$ cat src/rtl/spi_master_sequencer_pkg.sv
// Shared types and sizing helpers for the SPI master sequencer and its command queue.
package spi_master_sequencer_pkg;

  typedef enum logic [2:0] {
    ST_IDLE      = 3'd0,
    ST_LOAD      = 3'd1,
    ST_START     = 3'd2,
    ST_WAIT_ACK  = 3'd3,
    ST_WAIT_DONE = 3'd4,
    ST_GAP       = 3'd5
  } seq_state_t;

  function automatic int max3(input int a, input int b, input int c);
    int m;
    m = (a > b) ? a : b;
    return (m > c) ? m : c;
  endfunction

  // Bits needed to count 0 .. limit-1, never less than one.
  function automatic int cnt_width(input int limit);
    return (limit < 2) ? 1 : $clog2(limit);
  endfunction

endpackage

$ cat src/rtl/spi_master_sequencer_cmd_fifo.sv
// Synchronous command queue; accepts a push while full only when a pop frees the slot.
module spi_master_sequencer_cmd_fifo #(
  parameter int DATA_WIDTH = 32,
  parameter int FIFO_DEPTH = 4
) (
  input  logic                        clk,
  input  logic                        rst,
  input  logic                        push,
  input  logic [DATA_WIDTH-1:0]       push_data,
  input  logic                        pop,
  output logic [DATA_WIDTH-1:0]       pop_data,
  output logic                        full,
  output logic                        empty,
  output logic [$clog2(FIFO_DEPTH):0] count
);

  localparam int PTR_W = $clog2(FIFO_DEPTH);
  localparam int CNT_W = PTR_W + 1;

  logic [DATA_WIDTH-1:0] mem_q [FIFO_DEPTH];
  logic [DATA_WIDTH-1:0] mem_d [FIFO_DEPTH];
  logic [PTR_W-1:0]      wr_ptr_q, wr_ptr_d;
  logic [PTR_W-1:0]      rd_ptr_q, rd_ptr_d;
  logic [CNT_W-1:0]      count_q, count_d;
  logic                  do_push;
  logic                  do_pop;

  assign full     = (count_q == CNT_W'(FIFO_DEPTH));
  assign empty    = (count_q == '0);
  assign count    = count_q;
  assign pop_data = mem_q[rd_ptr_q];

  assign do_pop  = pop && !empty;
  assign do_push = push && (!full || do_pop);

  always_comb begin
    mem_d    = mem_q;
    wr_ptr_d = wr_ptr_q;
    rd_ptr_d = rd_ptr_q;
    count_d  = count_q;
    if (do_push) begin
      mem_d[wr_ptr_q] = push_data;
      wr_ptr_d        = wr_ptr_q + PTR_W'(1);
    end
    if (do_pop) begin
      rd_ptr_d = rd_ptr_q + PTR_W'(1);
    end
    case ({do_push, do_pop})
      2'b10:   count_d = count_q + CNT_W'(1);
      2'b01:   count_d = count_q - CNT_W'(1);
      default: count_d = count_q;
    endcase
  end

  always_ff @(posedge clk) begin
    if (!rst) begin
      wr_ptr_q <= '0;
      rd_ptr_q <= '0;
      count_q  <= '0;
    end else begin
      wr_ptr_q <= wr_ptr_d;
      rd_ptr_q <= rd_ptr_d;
      count_q  <= count_d;
    end
  end

  // Storage holds no control state, so it is left out of reset.
  always_ff @(posedge clk) begin
    mem_q <= mem_d;
  end

endmodule

$ cat src/rtl/spi_master_sequencer.sv
// Handshaked, timeout-guarded transaction scheduler in front of spi_master_driver.
import spi_master_sequencer_pkg::*;

module spi_master_sequencer #(
  parameter int DATA_WIDTH     = 32,
  parameter int FIFO_DEPTH     = 4,
  parameter int GAP_CYCLES     = 8,
  parameter int START_WAIT     = 4,
  parameter int TIMEOUT_CYCLES = 512
) (
  input  logic                  clk,
  input  logic                  rst,
  input  logic                  req_valid,
  input  logic [DATA_WIDTH-1:0] req_data,
  output logic                  req_ready,
  output logic                  resp_valid,
  output logic [DATA_WIDTH-1:0] resp_data,
  output logic                  busy,
  output logic                  err_timeout,
  output logic                  drv_start,
  output logic [DATA_WIDTH-1:0] drv_data_in,
  input  logic [DATA_WIDTH-1:0] drv_data_out,
  input  logic                  drv_ready
);

  localparam int CNT_LIMIT = max3(GAP_CYCLES, START_WAIT, TIMEOUT_CYCLES);
  localparam int CNT_W     = cnt_width(CNT_LIMIT);
  localparam logic [CNT_W-1:0] CNT_SAT      = CNT_W'(CNT_LIMIT - 1);
  localparam logic [CNT_W-1:0] START_LAST   = CNT_W'(START_WAIT - 1);
  localparam logic [CNT_W-1:0] TIMEOUT_LAST = CNT_W'(TIMEOUT_CYCLES - 1);
  localparam logic [CNT_W-1:0] GAP_LAST     = CNT_W'((GAP_CYCLES > 0) ? GAP_CYCLES - 1 : 0);
  localparam seq_state_t       AFTER_TXN    = (GAP_CYCLES == 0) ? ST_IDLE : ST_GAP;

  seq_state_t            state_q, state_d;
  logic [CNT_W-1:0]      cnt_q, cnt_d;
  logic                  drv_start_q, drv_start_d;
  logic [DATA_WIDTH-1:0] drv_data_in_q, drv_data_in_d;
  logic                  resp_valid_q, resp_valid_d;
  logic [DATA_WIDTH-1:0] resp_data_q, resp_data_d;
  logic                  err_q, err_d;

  logic                        fifo_push;
  logic                        fifo_pop;
  logic [DATA_WIDTH-1:0]       fifo_head;
  logic                        fifo_full;
  logic                        fifo_empty;
  logic [$clog2(FIFO_DEPTH):0] fifo_count;

  function automatic logic [CNT_W-1:0] sat_inc(input logic [CNT_W-1:0] v);
    return (v == CNT_SAT) ? v : v + CNT_W'(1);
  endfunction

  // Only a handshaked word enters the queue, so a stalled host never duplicates.
  assign fifo_push = req_valid && !fifo_full;

  spi_master_sequencer_cmd_fifo #(
    .DATA_WIDTH (DATA_WIDTH),
    .FIFO_DEPTH (FIFO_DEPTH)
  ) u_cmd_fifo (
    .clk       (clk),
    .rst       (rst),
    .push      (fifo_push),
    .push_data (req_data),
    .pop       (fifo_pop),
    .pop_data  (fifo_head),
    .full      (fifo_full),
    .empty     (fifo_empty),
    .count     (fifo_count)
  );

  always_comb begin
    state_d       = state_q;
    cnt_d         = cnt_q;
    drv_start_d   = 1'b0;
    drv_data_in_d = drv_data_in_q;
    resp_valid_d  = 1'b0;
    resp_data_d   = resp_data_q;
    err_d         = err_q;
    fifo_pop      = 1'b0;
    case (state_q)
      ST_IDLE: begin
        if (!fifo_empty && drv_ready) begin
          fifo_pop      = 1'b1;
          drv_data_in_d = fifo_head;
          state_d       = ST_LOAD;
        end
      end
      ST_LOAD: begin
        drv_start_d = 1'b1;
        state_d     = ST_START;
      end
      ST_START: begin
        cnt_d   = '0;
        state_d = ST_WAIT_ACK;
      end
      ST_WAIT_ACK: begin
        if (!drv_ready) begin
          cnt_d   = '0;
          state_d = ST_WAIT_DONE;
        end else if (cnt_q == START_LAST) begin
          err_d   = 1'b1;
          cnt_d   = '0;
          state_d = AFTER_TXN;
        end else begin
          cnt_d = sat_inc(cnt_q);
        end
      end
      ST_WAIT_DONE: begin
        if (drv_ready) begin
          resp_data_d  = drv_data_out;
          resp_valid_d = 1'b1;
          cnt_d        = '0;
          state_d      = AFTER_TXN;
        end else if (cnt_q == TIMEOUT_LAST) begin
          err_d   = 1'b1;
          cnt_d   = '0;
          state_d = AFTER_TXN;
        end else begin
          cnt_d = sat_inc(cnt_q);
        end
      end
      ST_GAP: begin
        if (cnt_q == GAP_LAST) begin
          cnt_d   = '0;
          state_d = ST_IDLE;
        end else begin
          cnt_d = sat_inc(cnt_q);
        end
      end
      default: begin
        cnt_d   = '0;
        state_d = ST_IDLE;
      end
    endcase
  end

  always_ff @(posedge clk) begin
    if (!rst) begin
      state_q       <= ST_IDLE;
      cnt_q         <= '0;
      drv_start_q   <= 1'b0;
      drv_data_in_q <= '0;
      resp_valid_q  <= 1'b0;
      resp_data_q   <= '0;
      err_q         <= 1'b0;
    end else begin
      state_q       <= state_d;
      cnt_q         <= cnt_d;
      drv_start_q   <= drv_start_d;
      drv_data_in_q <= drv_data_in_d;
      resp_valid_q  <= resp_valid_d;
      resp_data_q   <= resp_data_d;
      err_q         <= err_d;
    end
  end

  assign req_ready   = !fifo_full;
  assign busy        = (state_q != ST_IDLE) || (fifo_count != '0);
  assign err_timeout = err_q;
  assign drv_start   = drv_start_q;
  assign drv_data_in = drv_data_in_q;
  assign resp_valid  = resp_valid_q;
  assign resp_data   = resp_data_q;

endmodule

$ cat config.mk
export PLATFORM = sky130hd
export DESIGN_NAME = spi_master_sequencer
export DESIGN_NICKNAME = d
export VERILOG_FILES = /design/src/rtl/spi_master_sequencer_pkg.sv /design/src/rtl/spi_master_sequencer_cmd_fifo.sv /design/src/rtl/spi_master_sequencer.sv
export SDC_FILE = /design/constraint.sdc
export NUM_CORES = 1
export LEC_CHECK = 0
export BUFFER_PORTS_ARGS = -buffer_cell sky130_fd_sc_hd__buf_2
export CORE_UTILIZATION = 29
export CTS_BUF_LIST = sky130_fd_sc_hd__clkbuf_2
export CTS_CLUSTER_SIZE = 14
export DETAILED_ROUTE_END_ITERATION = 12
export HOLD_SLACK_MARGIN = 0.06
export PLACE_DENSITY = 0.57
export RECOVER_POWER = 25
export SLEW_MARGIN = 40
export SYNTH_ARGS = -nofsm -noshare
export SYNTH_HDL_FRONTEND = slang
export SYNTH_SLANG_ARGS = --single-unit
$ cat constraint.sdc
create_clock -name clk -period 2.2 [get_ports clk]
set_clock_uncertainty 0.05 [all_clocks]
set_input_delay 0.11 -clock clk [delete_from_list [all_inputs] [get_ports clk]]
set_output_delay 0.11 -clock clk [all_outputs]
set_load 0.02 [all_outputs]
==> results of run 1 <==
[cells in the final DEF (no fill, tap or decap), drive strengths merged, types with 10 or more instances in the layout]
cell           n
dlygate4sd3  133
buf          159
a21boi        67
inv           14
nand2        139
o21ai         10
clkbuf        81
ha            10
edfxtp       128
nor2          10
mux4          32
dfxtp         86
clkinv        27
[power groups by stage]
| stage | sequential (mW) | combinational, mW | clock (mW) |
|---|---|---|---|
| floorplan | 5.15 | 1.45 | 0 |
| global placement | 4.98 | 2.42 | 0 |
| detailed placement | 4.99 | 2.44 | 0 |
| CTS | 4.90 | 2.63 | 2.94 |
| global route | 4.96 | 2.83 | 3.16 |
| finish | 4.90 | 2.55 | 2.79 |
[per-stage QoR]
step | std cells | utilization, % | total power, mW
6_report | 1358 | 41.1 | 10.2
5_1_grt | 1358 | 41.1 | 11.0
4_1_cts | 1356 | 41.0 | 10.5
3_5_place_dp | 1113 | 34.3 | 7.43
3_3_place_gp | 1113 | 34.3 | 7.40
2_1_floorplan | 612 | - | 6.61
[final timing paths]
path | end | slack (ps) | cells past startpoint
worst max-delay path | cnt_q[7] | 90 | 9
worst min-delay path | u_cmd_fifo.count[2] | 210 | 3
worst max register to register | cnt_q[7] | 90 | 9
worst min register to register | drv_data_in[10] | 410 | 2
[synth_stat cells (2+ instances only)]
cell / number / area share (%)
a21boi_0: 67 / 6.0
a21oi_1: 5 / 0.30
a22o_2: 3 / 0.36
a31oi_1: 2 / 0.15
and2_1: 8 / 0.60
and2b_2: 2 / 0.21
and3_1: 6 / 0.45
buf_2: 11 / 0.66
buf_4: 2 / 0.18
clkbuf_1: 20 / 0.90
clkbuf_8: 2 / 0.33
dfxtp_1: 86 / 21
edfxtp_1: 128 / 46
ha_1: 10 / 1.5
inv_1: 13 / 0.59
mux4_2: 32 / 8.6
nand2_1: 139 / 6.3
nand2b_1: 3 / 0.23
nand3_1: 9 / 0.54
nor2_1: 10 / 0.45
nor2b_1: 6 / 0.45
nor3_1: 5 / 0.30
o21a_1: 2 / 0.18
o21ai_0: 10 / 0.60
o22ai_1: 3 / 0.23
or2b_2: 2 / 0.21
xnor2_1: 6 / 0.63
xor2_1: 2 / 0.21
[per-layer routing]
metal / track usage [%] / vias up / share of wire [%]
met3: 3.64 / 24 / 6.0
met4: 5.24 / 0 / 1.4
met2: 24.1 / 173 / 49
met1: 15.5 / 2824 / 44
li1: - / 2880 / -
met5: 0 / - / 0
[worst max-delay path, cell delays in order, from the launching register on]
cell	delay (ps)
dfxtp_1	390
ha_2	230
nand3_1	70
or2_2	300
inv_1	60
ha_1	140
and2b_2	210
o311a_2	180
o211a_1	150
a221o_1	250
[logic make-up after synthesis]
family,count (synthesis)
and+or+nand+nor,197
adders and majority gates,11
xor gates and xnor gates,8
AOI/OAI and AO/OA,100
muxes,32
DFF,214
buffers and inverters,50
[flip-flops by register name (all words and copies together), names as in the netlist]
name,count
u_cmd_fifo.mem_q,128
drv_data_in,32
resp_data,32
cnt_q,9
state_q,3
u_cmd_fifo.count,3
u_cmd_fifo.rd_ptr_q,2
u_cmd_fifo.wr_ptr_q,2
drv_start,1
err_timeout,1
resp_valid,1
[cell type report]
class                      instances  area [µm²]
timing repair buffer             292        2260
clock inverter                    29         150
tap                              378         473
sequential                       214        5570
fill                            2637       16500
inverter                          14        57.6
clock buffer                      81         405
multi-input combinational        348        2580
antenna                            2        5.00
[what timing repair did]
item	CTS	global route
hold buffers	133	0
endpoints found under the hold margin	342	0
endpoints found under the setup margin	0	2
gates resized for setup	0	7
==> impl_metrics.toml, run 1 <==
[finish]
drive_above_1_share_pct = 31.7
nets = 1007
design_area_um2 = 11500
syn_to_final_growth_pct = 37.9

[yosys]
synth_area_per_cell_um2 = 13.6
synth_top_family_by_area = "simple AND/OR/NAND/NOR gates"
yosys_warnings = 0
async_flop_share_pct = 0
synth-main-ff-cell = "edfxtp_1"
synth_edf_count = 128
synth_seq_cells = 214
synth_area_um2 = 8340
ys_types = 46
syn_inst = 612
yosysSeqAreaShare_pct = 66.7
synth_compound_area_share_pct = 8.83
syn_nets = 691
yosys.area_share.xor_xnor_pct = 0.840
synth.mux.area_fraction_pct = 8.64
synthAdderAreaFrac_pct = 1.74
synth-simple-area-share_pct = 10.4

[global_route]
grt_first_pass_wirelength_mm = 30.9
gr-total-overflow = 0
grt_max_degree = 51
grt_pass1_vias = 6167
track_usage_pct = 13.6
antenna_found_initial = 2

[floorplan]
boundaryPins = 137
fp.dieArea_um2 = 29400
start_util_pct = 29.8
die_w_um = 172
die_y_um = 172
fp-row-count = 61
coreArea_um2 = 28000

[critical_path]
crit_path_start = "cnt_q[1]"
required_ps = 2840
crit_path_end_kind = "flip-flop"
worstPathMaxFanout = 8
r2r_start = "cnt_q[1]"
crit_type = "flip-flop to flip-flop"
cp.arrival_ps = 2750
worstSetupStartpointType = "flip-flop"

[power_and_ir_drop]
p_sw_mw = 3.23
leakage_nw = 4.35
p_clk_share_pct = 27.3
p_int_mw = 7.01
vdd_drop_max_uv = 419
p_comb_share_pct = 24.9
p_seq_share_pct = 47.9
switching_share_pct = 31.5
power_density_nw_per_um2 = 890

[placement]
placed_area_um2 = 9600
post-place-ws_ps = 42.8
portBuffers = 136
hpwl_mm = 10.9
routabilityCongestion = 0.773

[routing]
final_antenna_net_count = 0
drt_pass1_iterations = 4
vias = 5901
drt_drc_violations_left = 0
vias_per_cell = 4.35
drtIter0Drc = 181
wire_per_inst_um = 14.4
drt_wl_total_mm = 19.6

[timing]
relSlewSlack_pct = 67.7
finalSetupViolations = 0
rsz0062_at_grt = "no"
timing.final.crit_share_pct = 95.8
setup_ws_ps = 91.6
fmax_mhz = 474
totalNegativeSetupSlack_ps = 0
worst_pin_slew_ps = 485
finalMaxSlewViolations = 0
finalCriticalPeriod_ps = 2110
whs_ps = 206
hold_violations = 0

[cts]
cts_buffer_depth = 3
cts_setup_buffers = 0
htree_num_levels = 2
root_buffer = "clkbuf_2"
worstSkewPairLatency_ps = 810
clkTransAtPathRegs_ps = 100
cts_buffers = 58
cts.sinks = 214
cts_tree = "yes"

[hold_path]
hp-class = "input port to flip-flop"
hold_path.startpoint = "rst"

[status]
status = "complete, no violations"

[job]
drv_cap = 0
Power figures use the tool's default switching activity.
==> inputs of run 2 (changes only) <==
ABC_AREA = 1   (was default)
PLACE_DENSITY = 0.47   (was 0.57)
==> run 2 against run 1 <==
The flow now finishes with violations (design-rule violations). Via count increased by 18%. Clock power decreased by 4%. Critical path depth increased by 2. Sequential power about the same. Total power decreased by 0.66%. Final area about the same. Maximum frequency increased by 5.2%. Hold slack improved by 91 ps. Cell count increased by 15%. Global-route usage increased by 1.2 points. Setup slack improved by 100 ps. First-iteration DRC count increased by 77%. Critical endpoint is now u_cmd_fifo.count[2]. Largest power group unchanged.
==> impl_metrics.toml, run 2 <==
[yosys]
async_flop_share_pct = 0
yosysMostFrequentCell = "nor2_1"
synth-simple-area-share_pct = 15.3
netlist_top_cells_count = "nor2_1, edfxtp_1, o21ai_0"
synth_area_leader_cell = "edfxtp_1"
yosys_warnings = 0
synth_area_per_cell_um2 = 10.3
synth_compound_area_share_pct = 12.1
yosys.area_share.xor_xnor_pct = 0
synth.mux.area_fraction_pct = 0
synth_top_family_by_area = "simple AND/OR/NAND/NOR gates"
synth_seq_cells = 214
synth_area_um2 = 8460
syn_nets = 903
yosysSeqAreaShare_pct = 65.8
synthAdderAreaFrac_pct = 1.72
syn_inst = 824
ys_types = 27
synth-main-ff-cell = "edfxtp_1"
synth_edf_count = 128
synth_area_leaders = "edfxtp_1, dfxtp_1, nor2_1"
synth.top_cell.area_share_pct = 45.4

[routing]
final_antenna_net_count = 0
drt_wl_total_mm = 22.5
wire_per_inst_um = 14.5
drt_drc_violations_left = 1
drtIter0Drc = 320
vias_per_cell = 4.49
vias = 6981
drt_pass1_iterations = 9

[hold_path]
hp-class = "input port to flip-flop"
hold_path_end = "u_cmd_fifo.rd_ptr_q[0]"
holdPathStages = 5
hold_path.startpoint = "rst"

[critical_path]
crit_type = "flip-flop to flip-flop"
r2r_end = "u_cmd_fifo.count[2]"
r2r_start = "u_cmd_fifo.count[0]"
worstPathMaxFanout = 6
r2r_setup_slack_ps = 200
reg2regPathDepth = 11
required_ps = 2840
crit_path_end_kind = "flip-flop"
worstSetupStartpointType = "flip-flop"
cp.arrival_ps = 2640

[global_route]
antenna_found_initial = 1
grt_max_degree = 68
track_usage_pct = 14.8
gr-total-overflow = 0
grt_first_pass_wirelength_mm = 35.2
grt_pass1_vias = 6795

[floorplan]
coreArea_um2 = 28700
start_util_pct = 29.5
die_y_um = 173
fp.dieArea_um2 = 29900
fp-row-count = 62
die_w_um = 173
boundaryPins = 137

[timing]
fmax_mhz = 499
finalCriticalPeriod_ps = 2000
relSlewSlack_pct = 50.4
timing.final.crit_share_pct = 91.1
finalSetupViolations = 0
hold_violations = 0
whs_ps = 298
worst_pin_slew_ps = 745
totalNegativeSetupSlack_ps = 0
rsz0062_at_grt = "no"
finalMaxSlewViolations = 0

[placement]
portBuffers = 136
routabilityCongestion = 0.835
hpwl_mm = 11.9

[power_and_ir_drop]
leakage_nw = 4.62
switching_share_pct = 34.7
p_clk_share_pct = 26.5
vdd_drop_max_uv = 419
fin_total_pwr_mw = 10.2
p_seq_share_pct = 48.4
p_comb_share_pct = 25.2
p_sw_mw = 3.53
p_int_mw = 6.64
power_density_nw_per_um2 = 884

[finish]
fill_cells = 2887
regArea_um2 = 5570
largest-register = "u_cmd_fifo.mem_q"
drive_above_1_share_pct = 23.9
nets = 1206
syn_to_final_growth_pct = 36.1
multi_input_area_um2 = 2520
layout_common_cells = "nor2_1, buf_2, dlygate4sd3_1"
utilization_pct = 40.1
largest_register_ffs = 128
final_common_cell = "nor2_1"

[cts]
clkTransAtPathRegs_ps = 100
cts_buffer_depth = 3
cts.sinks = 214
cts_tree = "yes"
cts_buffers = 57
root_buffer = "clkbuf_2"
worstSkewPairLatency_ps = 860
htree_num_levels = 2

[job]
drv_cap = 0

[status]
violations = "design-rule violations"
status = "finished, violations left"
run 2: cell count changes in the layout (fill, tap and decap cells not counted), moves of 8 or more:
cell      delta
nand2_1     -49
a31oi_1     +31
a21boi_0    -66
mux4_2      -32
inv_1       +29
nor2_1     +134
o21ai_0     +96
nand4_1      +9
and2_1       -8
a21oi_1     +42
nand3_1     +41
run 2: worst max-delay path by stage:
stage / start / to / slack [ps] / depth (start not counted)
finish: u_cmd_fifo.count[0] / u_cmd_fifo.count[2] / 200 / 11
global route: cnt_q[1] / cnt_q[1] / 10 / 11
CTS: state_q[2] / busy / 7 / 5
detailed placement: cnt_q[1] / cnt_q[2] / 100 / 11
global placement: cnt_q[1] / cnt_q[2] / 230 / 11
floorplan: u_cmd_fifo.count[1] / u_cmd_fifo.mem_q[0] / -480 / 4
run 2: layer usage:
layer | wire length [µm] | up-vias | track usage, %
met5 | 0 | - | 0
met2 | 10600 | 220 | 25.4
met1 | 9920 | 3215 | 17.8
li1 | - | 3494 | -
met3 | 1500 | 52 | 4.05
met4 | 541 | 0 | 5.38
run 2: cell families (layout without fill, tap and decap cells):
| logic type | after synthesis | in the layout |
|---|---|---|
| AOI/OAI and AO/OA | 194 | 194 |
| adders and majority gates | 11 | 11 |
| buffers and inverters | 96 | 443 |
| DFF | 214 | 214 |
| other | 0 | 1 |
| and+or+nand+nor | 309 | 309 |
run 2: layout make-up:
class,instances,share of cell area (%)
Sequential cell,214,48.4
Antenna cell,1,0.0217
Timing Repair Buffer,294,19.6
Inverter,46,1.50
Multi-Input combinational cell,514,21.9
Clock inverter,17,0.641
Clock buffer,86,3.74
Tap cell,384,4.17
run 2: repair_timing:
| item | 4_1_cts | 5_1_grt |
|---|---|---|
| buffers inserted | 0 | 4 |
| hold endpoints to repair | 342 | 0 |
| resized for setup | 1 | 11 |
| pin swaps | 0 | 3 |
| endpoints found under the setup margin | 1 | 5 |
| hold buffers | 131 | 0 |
run 2: worst max-delay path, stage by stage, from the launching register on:
cell	delay, ps
dfxtp_1	320
inv_1	100
nand3_1	110
nand2_1	90
nor3_4	130
ha_1	160
inv_1	60
fa_1	370
a21oi_1	140
o21ai_0	120
o21ai_0	160
a21oi_1	50
run 2: power by group through the flow:
stage	logic [mW]	clock network, mW	registers, mW
after floorplan	1.31	0	5.26
after global placement	2.37	0	5.01
after detailed placement	2.37	0	5.01
after CTS	2.56	2.86	4.92
after global routing	2.84	3.05	4.97
final	2.56	2.69	4.92
run 2: per-stage QoR:
stage / area, µm² / instances / setup WS, ps
2_1_floorplan: 8460 / 824 / -480
3_3_place_gp: 9630 / 1317 / 235
3_5_place_dp: 9630 / 1317 / 99.3
4_1_cts: 11400 / 1551 / 6.88
5_1_grt: 11500 / 1556 / 10.4
6_report: 11500 / 1556 / 196
==> inputs of run 3 (changes only) <==
CORE_UTILIZATION = 40   (was 29)
PLACE_DENSITY = 0.61   (was 0.47)
==> run 3 against run 2 <==
The run now ends clean. Maximum frequency decreased by 2.3%. Global-route usage up 5.1 points. First-iteration DRC count increased by 32%. Total power down 0.89%. Final area is 0.99% higher. Sequential power hardly changed.
==> impl_metrics.toml, run 3 (synthesis results as in run 2) <==
[timing]
finalSetupViolations = 0
finalMaxSlewViolations = 0
rsz0062_at_grt = "no"
finalCriticalPeriod_ps = 2050
relSlewSlack_pct = 52.7
timing.final.crit_share_pct = 93.2
hold_violations = 0
fmax_mhz = 487
worst_pin_slew_ps = 709

[global_route]
grt_busiest_layer = "met2"
grt_first_pass_wirelength_mm = 34.4
gr-total-overflow = 0
grt_pass1_vias = 7030
track_usage_pct = 20.0
grt_max_degree = 68
antenna_found_initial = 1
met3_usage_pct = 4.66
met2_usage_pct = 34.2
use_met1_pct = 24.1

[job]
drv_cap = 0

[power_and_ir_drop]
leakage_nw = 4.64
power_density_nw_per_um2 = 867
vdd_drop_max_uv = 550

[floorplan]
fp-row-count = 52
die_w_um = 147
die_y_um = 147
boundaryPins = 137
coreArea_um2 = 20500
fp.dieArea_um2 = 21700
start_util_pct = 41.3

[routing]
wire_per_inst_um = 14.6
final_antenna_net_count = 0
drt_wl_total_mm = 21.3
vias = 7111
drt_pass1_iterations = 6
drt_drc_violations_left = 0
vias_per_cell = 4.86
drtIter0Drc = 422

[finish]
layout_common_cells = "dlygate4sd3_1, nor2_1, buf_2"
final_common_cell = "dlygate4sd3_1"
largest_register_ffs = 128
largest-register = "u_cmd_fifo.mem_q"
utilization_pct = 56.7
regArea_um2 = 5570
syn_to_final_growth_pct = 37.4
multi_input_area_um2 = 2510
drive_above_1_share_pct = 22.1
fill_cells = 1739
design_area_um2 = 11600
nets = 1230

[critical_path]
worstSetupStartpointType = "flip-flop"
crit_type = "flip-flop to flip-flop"
crit_path_top_delay_cell = "dfxtp_1"
required_ps = 2880
max_stage_delay_ps = 370
worstPathMaxFanout = 4
crit_path_end_kind = "flip-flop"
cp_cell_sequence = "inv_1 -> nand2_2 -> nor3_4 -> ha_1 -> inv_1 -> fa_1 -> a21oi_1 -> o21ai_0 -> o21ai_0 -> a21oi_1"
crit_family = "adder cells"
crit_buf_inv = 2
cp.arrival_ps = 2730
r2r_setup_slack_ps = 150

[cts]
cts_buffer_depth = 3
cts_tree = "yes"
clkTransAtPathRegs_ps = 100
htree_num_levels = 2
cts_setup_buffers = 0
worstSkewPairLatency_ps = 830
cts.sinks = 214
cts_buffers = 53
root_buffer = "clkbuf_2"

[placement]
placed_area_um2 = 9490
hpwl_mm = 11.0
routabilityCongestion = 0.888
portBuffers = 136

[status]
status = "complete, no violations"

[hold_path]
hp-class = "input port to flip-flop"
==> run 3: cell types whose count changed in the layout (fill, tap and decap cells not counted), sizes merged <==
| cell | previous run | this run |
|---|---|---|
| buf | 163 | 158 |
| clkbuf | 86 | 80 |
| clkinvlp | 1 | 2 |
| dlygate4sd3 | 131 | 163 |
| inv | 45 | 44 |
==> run 3: metrics by stage <==
stage	TNS (ps)	instances	worst slack (ps)	total power, mW	hold slack [ps]
6_report	0	1463	149	10.1	290
3_5_place_dp	0	1203	124	7.31	275
3_3_place_gp	0	1203	184	7.29	274
2_1_floorplan	-61390	824	-480	6.57	159
4_1_cts	0	1462	2.65	10.2	224
5_1_grt	0	1463	5.12	10.7	268
==> run 3: what timing repair did <==
| item | CTS | global route |
|---|---|---|
| hold buffers | 163 | 0 |
| resized for setup | 1 | 6 |
| hold endpoints to repair | 331 | 0 |
| endpoints found under the setup margin | 1 | 6 |
==> run 3: worst reg2reg max path: cells and delay by family, from the launching register on <==
family                     cells  cell delay (ps)
DFF                            1              370
AOI/OAI and AO/OA              4              470
and+or+nand+nor                2              330
adders and majority gates      2              530
buffers and inverters          2              200
==> run 3: path summary, 6_finish.rpt <==
path                                    start             endpoint  depth (start not counted)
worst min register to register  resp_data[31]        resp_data[31]                          2
worst max register to register     state_q[1]  u_cmd_fifo.count[2]                         10
worst max-delay path               state_q[1]  u_cmd_fifo.count[2]                         10
worst min-delay path                      rst        resp_data[17]                          4
==> run 3: per-layer routing <==
layer | vias to the layer above | share of wire (%)
met1 | 3270 | 43
met4 | 0 | 2.7
met3 | 51 | 5.7
li1 | 3546 | -
met2 | 244 | 49
met5 | - | 0
==> run 3: layout make-up <==
class	count	share of cell area (%)
Sequential cell	214	47.9
Timing Repair Buffer	322	21.9
Multi-Input combinational cell	514	21.6
Clock buffer	79	3.40
Tap cell	270	2.91
Inverter	46	1.51
Clock inverter	17	0.700
Antenna cell	1	0.0215
==> run 3: report_power, final <==
part / internal (mW) / total [mW] / switching (mW)
Clock: 0.976 / 2.57 / 1.60
Sequential: 4.72 / 4.93 / 0.208
Combinational: 0.916 / 2.58 / 1.67
